[src/rtl/article_tile_writer.sv]
// Writable WIDTH x HEIGHT tile buffer of 4-bit colour codes with an 8x8-cell display read port.
// Writes use valid/ready. A fill FSM clears the buffer after reset and on clear_req.
module article_tile_writer #(
  parameter int WIDTH  = 42,
  parameter int HEIGHT = 5,
  parameter int DEPTH  = WIDTH*HEIGHT,
  parameter int AW     = 8
) (
  input  logic       CLK,
  input  logic       RST_N,
  input  logic       is_in_pixel,
  input  logic [9:0] hc,
  input  logic [9:0] vc,
  output logic [3:0] pixel,
  input  logic       clear_req,
  input  logic [3:0] clear_val,
  input  logic       wr_valid,
  output logic       wr_ready,
  input  logic [5:0] wr_col,
  input  logic [2:0] wr_row,
  input  logic [3:0] wr_data,
  output logic       busy,
  output logic       done,
  output logic       wr_err
);
  localparam logic [0:0] ST_IDLE  = 1'b0;
  localparam logic [0:0] ST_CLEAR = 1'b1;

  localparam int XW = AW + 3;
  localparam logic [XW-1:0] WIDTH_X  = XW'(WIDTH);
  localparam logic [XW-1:0] HEIGHT_X = XW'(HEIGHT);
  localparam logic [AW-1:0] LAST_A   = AW'(DEPTH-1);
  localparam logic [12:0]   WIDTH_R  = 13'(WIDTH);
  localparam logic [12:0]   DEPTH_R  = 13'(DEPTH);

  logic [3:0] mem [DEPTH];

  logic [0:0]    state_q, state_d;
  logic [AW-1:0] clr_addr_q, clr_addr_d;
  logic [3:0]    fill_q, fill_d;
  logic [3:0]    pixel_q, pixel_d;
  logic          done_q, done_d;
  logic          wr_err_q, wr_err_d;

  // Write address is formed wide so an out-of-range column/row never aliases a valid cell.
  logic [XW-1:0] col_x, row_x, wr_addr_x;
  logic          wr_in_range, wr_fire, clr_last;
  logic [12:0]   rd_addr;
  logic          rd_hit;

  assign col_x       = {{(XW-6){1'b0}}, wr_col};
  assign row_x       = {{(XW-3){1'b0}}, wr_row};
  assign wr_addr_x   = col_x + row_x * WIDTH_X;
  assign wr_in_range = (col_x < WIDTH_X) && (row_x < HEIGHT_X);

  assign busy     = (state_q == ST_CLEAR);
  assign wr_ready = (state_q == ST_IDLE) && !clear_req;
  assign wr_fire  = wr_valid && wr_ready;
  assign clr_last = (state_q == ST_CLEAR) && (clr_addr_q == LAST_A);

  assign rd_addr = {6'b0, hc[9:3]} + {6'b0, vc[9:3]} * WIDTH_R;
  assign rd_hit  = is_in_pixel && (rd_addr < DEPTH_R);

  logic unused_bits;
  assign unused_bits = ^{hc[2:0], vc[2:0], wr_addr_x[XW-1:AW], rd_addr[12:AW]};

  always_comb begin
    state_d    = state_q;
    clr_addr_d = clr_addr_q;
    fill_d     = fill_q;
    case (state_q)
      ST_CLEAR: begin
        clr_addr_d = clr_addr_q + AW'(1);
        if (clr_last) state_d = ST_IDLE;
      end
      default: begin
        if (clear_req) begin
          state_d    = ST_CLEAR;
          clr_addr_d = '0;
          fill_d     = clear_val;
        end
      end
    endcase
  end

  always_comb begin
    pixel_d  = rd_hit ? mem[rd_addr[AW-1:0]] : 4'h0;
    done_d   = clr_last;
    wr_err_d = wr_fire && !wr_in_range;
  end

  // Buffer contents are intentionally not reset; the post-reset clear initialises them.
  always_ff @(posedge CLK) begin
    if (state_q == ST_CLEAR)
      mem[clr_addr_q] <= fill_q;
    else if (wr_fire && wr_in_range)
      mem[wr_addr_x[AW-1:0]] <= wr_data;
  end

  always_ff @(posedge CLK or negedge RST_N) begin
    if (!RST_N) begin
      state_q    <= ST_CLEAR;
      clr_addr_q <= '0;
      fill_q     <= '0;
      pixel_q    <= '0;
      done_q     <= 1'b0;
      wr_err_q   <= 1'b0;
    end else begin
      state_q    <= state_d;
      clr_addr_q <= clr_addr_d;
      fill_q     <= fill_d;
      pixel_q    <= pixel_d;
      done_q     <= done_d;
      wr_err_q   <= wr_err_d;
    end
  end

  assign pixel  = pixel_q;
  assign done   = done_q;
  assign wr_err = wr_err_q;

endmodule

[config.mk]
export PLATFORM = sky130hd
export DESIGN_NAME = article_tile_writer
export DESIGN_NICKNAME = d
export VERILOG_FILES = /design/src/rtl/article_tile_writer.sv
export SDC_FILE = /design/constraint.sdc
export NUM_CORES = 1
export LEC_CHECK = 0
export CAP_MARGIN = 10
export CORE_ASPECT_RATIO = 0.7
export CORE_MARGIN = 5
export CORE_UTILIZATION = 55
export DETAILED_ROUTE_END_ITERATION = 10
export PLACE_DENSITY_LB_ADDON = 0.25
export SYNTH_ARGS = -nofsm -noshare
export SYNTH_HDL_FRONTEND = slang
export SYNTH_SLANG_ARGS = --single-unit
[constraint.sdc]
create_clock -name CLK -period 3.5 [get_ports CLK]
set_input_delay 1.05 -clock CLK [delete_from_list [all_inputs] [get_ports CLK]]
set_output_delay 1.05 -clock CLK [all_outputs]
set_load 0.03 [all_outputs]
==> results of run 1 <==
-- how the worst min path moves through the flow --
stage                           end  depth (start not counted)  slack [ns]
after floorplan           fill_q[0]                          2        0.44
after global placement    fill_q[2]                          2        0.49
after detailed placement  fill_q[3]                          2        0.50
after CTS                 fill_q[3]                          2        0.51
after global routing      fill_q[3]                          2        0.55
final                     fill_q[3]                          2        0.51
-- repair_timing --
item                                    in CTS  in global routing
cloned                                       4                  3
endpoints found under the setup margin     844                757
pin swaps                                   26                  9
buffers inserted                            15                  2
gates resized for setup                    150                 22
-- critical path: stages --
cell,delay (ns)
buf_8,0.10
ha_4,0.24
ha_4,0.26
inv_2,0.03
fa_1,0.53
inv_2,0.05
ha_4,0.23
a21oi_4,0.19
o211ai_1,0.17
xnor2_2,0.18
or4_1,0.48
a211o_1,0.31
a211oi_2,0.21
buf_4,0.17
o2111a_1,0.20
-- logic make-up (layout without fill, tap and decap cells) --
group | after synthesis | after routing
AOI/OAI and AO/OA | 113 | 113
xor gates and xnor gates | 21 | 21
adders and majority gates | 43 | 43
buffers and inverters | 152 | 751
DFF | 859 | 859
muxes | 303 | 303
and+or+nand+nor | 382 | 382
-- cell type report --
| cell class | count | share of cell area |
|---|---|---|
| repair buffers | 597 | 0.121 |
| clock buffers | 94 | 0.0458 |
| clock inverters | 47 | 0.00995 |
| flip-flops and latches | 859 | 0.568 |
| multi-input cells | 862 | 0.230 |
| inverters | 13 | 0.00108 |
| well taps | 880 | 0.0243 |
-- power by group through the flow --
| stage | registers (mW) | logic, mW | clock network [mW] |
|---|---|---|---|
| floorplan | 13.6 | 3.76 | 0 |
| global placement | 13.5 | 7.69 | 0 |
| finish | 13.3 | 8.95 | 8.59 |
| detailed placement | 13.5 | 7.93 | 0 |
| global route | 13.3 | 9.34 | 9.16 |
| CTS | 13.3 | 8.64 | 8.68 |
-- metal layers --
metal,up-vias,GRT usage
met5,-,0
met4,2,0.0677
met3,170,0.0633
met2,1155,0.410
met1,10700,0.398
li1,8812,-
-- placed cells by master (no fill, tap or decap), drive strengths merged, types with 19 or more instances in the layout --
| master | synthesis | final |
|---|---|---|
| a211oi | 19 | 19 |
| a21oi | 26 | 26 |
| buf | 61 | 559 |
| clkbuf | 78 | 97 |
| clkdlybuf4s50 | 0 | 30 |
| clkinv | 0 | 31 |
| edfxtp | 840 | 840 |
| ha | 39 | 39 |
| mux2i | 56 | 56 |
| mux4 | 240 | 240 |
| nand2 | 72 | 72 |
| nand3 | 22 | 22 |
| nor2 | 25 | 25 |
| nor3 | 214 | 214 |
| o21ai | 26 | 26 |
-- state kept, by name, indices dropped and copies added, names as in the netlist --
signal	count
clr_addr_q	8
mem	840
wr_err	1
pixel	4
busy	1
done	1
fill_q	4
==> flow_summary.ini, run 1 <==
[detailed_routing]
vias = 20800
ant_nets = 0
detail_route.first_pass.iterations = 5
met1_length_microns = 37400
route.met2.wl_microns = 43600
route.met3.wl_microns = 10500
wl_per_cell_microns = 28.0
top_layer = met5
via_per_inst = 6.22
wirelength_microns = 93800
drt-initial-drc-count = 2511
drc = 0

[synth]
ys_seq_area_frac = 0.716
synth_ff_type = edfxtp_1
synthMuxAreaShare = 0.168
ys_ff_latch = 859
syn_inst = 1873
synth_area_leader_cell = edfxtp_1
synth_edf_count = 840
synth.most_common_cell = edfxtp_1
yosys.area_share.simple = 0.0523
syn_nets = 1958
ys_warn_count = 0
yosys.area.top_type_share = 0.703
async_flop_share = 0.0221
netlist_area_sq_um = 35900
synth_top_family_by_area = multiplexers
synth-adder-area-share = 0.0158
ys_top_cells_by_area = edfxtp_1 70%, mux4_2 15%, nor3_1 3.0%
synth_commonest_cells = 840 x edfxtp_1, 240 x mux4_2, 214 x nor3_1
synth_compound_area_frac = 0.0216
yosys.area_share.xor_xnor = 0.00533
syn_area_per_cell_sq_um = 19.2
synthDistinctLibCells = 64

[timing]
finalWorstSetupSlack_ns = -0.346
finalHoldViolCount = 0
tns_ns = -1.27
setup_viol = 4
finClkSkew_ns = 0.0210
max_freq_mhz = 260
tightest_slew_ns = 0.643
rsz0062_at_grt = true
holdWs_ns = 0.508
timing.final.crit_share = 1.10
drv_slew = 0
slew_headroom = 0.571
period_minus_slack_ns = 3.85

[hold_path]
hp-class = reg2reg
hp-start = fill_q[3]

[floorplan]
start_util = 0.555
core_sq_um = 64700
chipHeight_microns = 224
die_x_microns = 315
ios = 50
die_area_sq_um = 70600
num_rows = 78

[pwr]
peakVddDrop_v = 0.000550
internal-power_mw = 21.2
seqPwrFrac = 0.431
p_leak_nw = 15.6
combPwrFrac = 0.290
switchingPower_mw = 9.61
p_sw_frac = 0.312
p_clk_frac = 0.279
power_density_nw_per_um2 = 681
finalPower_mw = 30.8

[run_status]
outcome = complete, but fails checks
failed_checks = negative setup slack

[placed_design]
globalplace.congestion = 0.913
pre_cts_ws_ns = -1.42
dp_hpwl_microns = 59900
port_buffers = 43
placed_cell_area_sq_um = 41700
dp_cells = 3187

[global_routing]
grt-ovfl-total = 0
grt_pass1_wl_microns = 139000
antenna_found_initial = 3
track_usage = 0.267
grt_pass1_vias = 21100
grt_max_degree = 69

[final_layout]
finalInstanceArea_sq_um = 45300
drive_above_1_share = 0.430
nets = 2496
diodes = 0
seqCellArea_sq_um = 25700
finalNonFillerCells = 3352
area_growth_pct = 26.1
finish.utilization = 0.700
multiInputGateArea_sq_um = 10400
nFillCells = 3970

[setup_path]
startpoint = vc[5]
critical_path_class = in2reg
crit_path_max_fanout = 4
cp-start-kind = primary input
rr_worst_depth = 9
required_ns = 4.07
cp.arrival_ns = 4.41
crit_path_end = pixel[0]
endpoint_kind = flop
r2r-start = busy
r2r_slack_ns = 0.51
timing.rr.end = mem[166][1]

[clock_network]
htreeDepth = 3
cts_tree = yes
clockBufferDepth = 3
cts-root-buf = clkbuf_16
numCtsBuffers = 78
hold_buffers = 0
cts.clk_slew.worst_paths_ns = 0.06
clk-insertion-delay-late_ns = 0.64
cts_num_sinks = 859

[flow_run]
cap_violations = 0
Note: power is estimated with default switching activity, not from simulation.
==> inputs of run 2 (changes only) <==
- SLEW_MARGIN: default -> 20
==> results of run 2 <==
The final DEF is identical to that of run 1; final timing and power are the same.
==> inputs of run 3 (changes only) <==
- CORE_UTILIZATION: 55 -> 40
==> run 3 against run 2 <==
Compared with the run above:
- the flow still finishes with violations (negative setup slack)
- combinational power increased by 1%
- flip-flop and latch count is the same
- largest cell class unchanged
- clock-buffer cell count increased by 1
- setup slack improved by 0.13 ns
==> flow_summary.ini, run 3 (synthesis gave the netlist of run 1 again) <==
[run_status]
outcome = complete, but fails checks
failed_checks = negative setup slack

[global_routing]
grt_pass1_wl_microns = 141000
track_usage = 0.198
grt_max_degree = 95
antenna_found_initial = 3
grtUsageMet1 = 0.305
met2_usage = 0.298
grt-ovfl-total = 0
grt_pass1_vias = 20700
grt_busiest_layer = met1
globalRouteMet3Util = 0.0361

[placed_design]
placed_cell_area_sq_um = 41900
dp_hpwl_microns = 63600
pre_cts_ws_ns = -1.43
port_buffers = 43
dp_cells = 3439
globalplace.congestion = 0.833

[floorplan]
start_util = 0.405
die_area_sq_um = 95900
core_sq_um = 88600
num_rows = 91
die_x_microns = 368
chipHeight_microns = 261
ios = 50

[setup_path]
cp.arrival_ns = 4.25
required_ns = 4.03
crit_path_max_fanout = 6
cp-start-kind = primary input
endpoint_kind = flop
critical_path_class = in2reg

[timing]
period_minus_slack_ns = 3.71
tightest_slew_ns = 0.591
drv_slew = 0
finalHoldViolCount = 0
timing.final.crit_share = 1.06
tns_ns = -0.774
finClkSkew_ns = 0.0148
slew_headroom = 0.603
rsz0062_at_grt = true
max_freq_mhz = 269
finalWorstSetupSlack_ns = -0.212
setup_viol = 4
holdWs_ns = 0.508

[final_layout]
top_register = mem
nets = 2466
finalNonFillerCells = 3606
drive_above_1_share = 0.430
finalInstanceArea_sq_um = 45700
final_cell_mix = 840 x edfxtp_1, 445 x buf_4, 240 x mux4_2
reg_top3 = mem x840, clr_addr_q x8
final_common_cell = edfxtp_1
finish.utilization = 0.516
area_growth_pct = 27.4
largest_reg_flops = 840

[pwr]
p_leak_nw = 15.6
power_density_nw_per_um2 = 682
finalPower_mw = 31.2
peakVddDrop_v = 0.000496

[clock_network]
clk-insertion-delay-late_ns = 0.66
clockBufferDepth = 3
cts.clk_slew.worst_paths_ns = 0.06
htreeDepth = 3
cts-root-buf = clkbuf_16
numCtsBuffers = 80
cts_num_sinks = 859
cts_tree = yes

[detailed_routing]
vias = 20500
via_per_inst = 5.67
wl_per_cell_microns = 26.3
ant_nets = 0
wirelength_microns = 94900
drt-initial-drc-count = 2534
detail_route.first_pass.iterations = 5
drc = 0

[hold_path]
hp-class = reg2reg

[flow_run]
cap_violations = 0
## run 3: cell types whose count changed in the layout (fill, tap and decap cells not counted), moves of 3 or more
cell and delta:
xnor2_1 +3, a211oi_1 -4, buf_4 -33, clkbuf_16 +3
nor3_2 -4, a211oi_4 +3, inv_6 -3, clkinv_1 +4
nor3_1 -20, nor3_4 +24, xnor2_2 -3
## run 3: where the power goes
group / internal [mW] / switching (mW)
combinational: 3.33 / 5.75
clock: 5.03 / 3.80
sequential: 13.1 / 0.166
## run 3: worst max-delay path: stages
cell and delay (ns):
clkdlybuf4s50_1 0.47, fa_4 0.96, buf_12 0.15, mux4_2 0.38
mux4_2 0.53, a211oi_4 0.34, a2111oi_2 0.06, o31a_1 0.28
## run 3: timing repair
action,4_1_cts,5_1_grt
gates cloned,3,2
setup buffers,7,11
resized for setup,134,80
endpoints found under the setup margin,844,662
hold buffers,0,0
pin swaps,22,24
## run 3: area by class of cell
cell class / instances / area [sq um]
clock buffer: 95 / 2140
fill: 7031 / 42900
timing repair buffer: 565 / 5260
sequential: 859 / 25700
clock inverter: 49 / 472
inverter: 13 / 48.8
multi-input combinational: 862 / 10600
tap: 1162 / 1450
antenna: 1 / 2.50
## run 3: worst paths after layout
check                           startpoint        end  slack (ns)  cells after the start
worst max register to register        busy  mem[7][3]        0.89                     12
max in group asynchronous            RST_N       busy        2.46                      2
worst max-delay path                 hc[5]   pixel[2]       -0.21                      8
min in group asynchronous            RST_N     wr_err        0.75                      2
worst min register to register   fill_q[0]  fill_q[0]        0.51                      2
worst min-delay path             fill_q[0]  fill_q[0]        0.51                      2
## run 3: metal layers
layer | vias up | routed length (microns)
met1 | 10800 | 42700
met4 | 0 | 2060
li1 | 8767 | -
met3 | 131 | 7630
met2 | 795 | 42500
met5 | - | 0
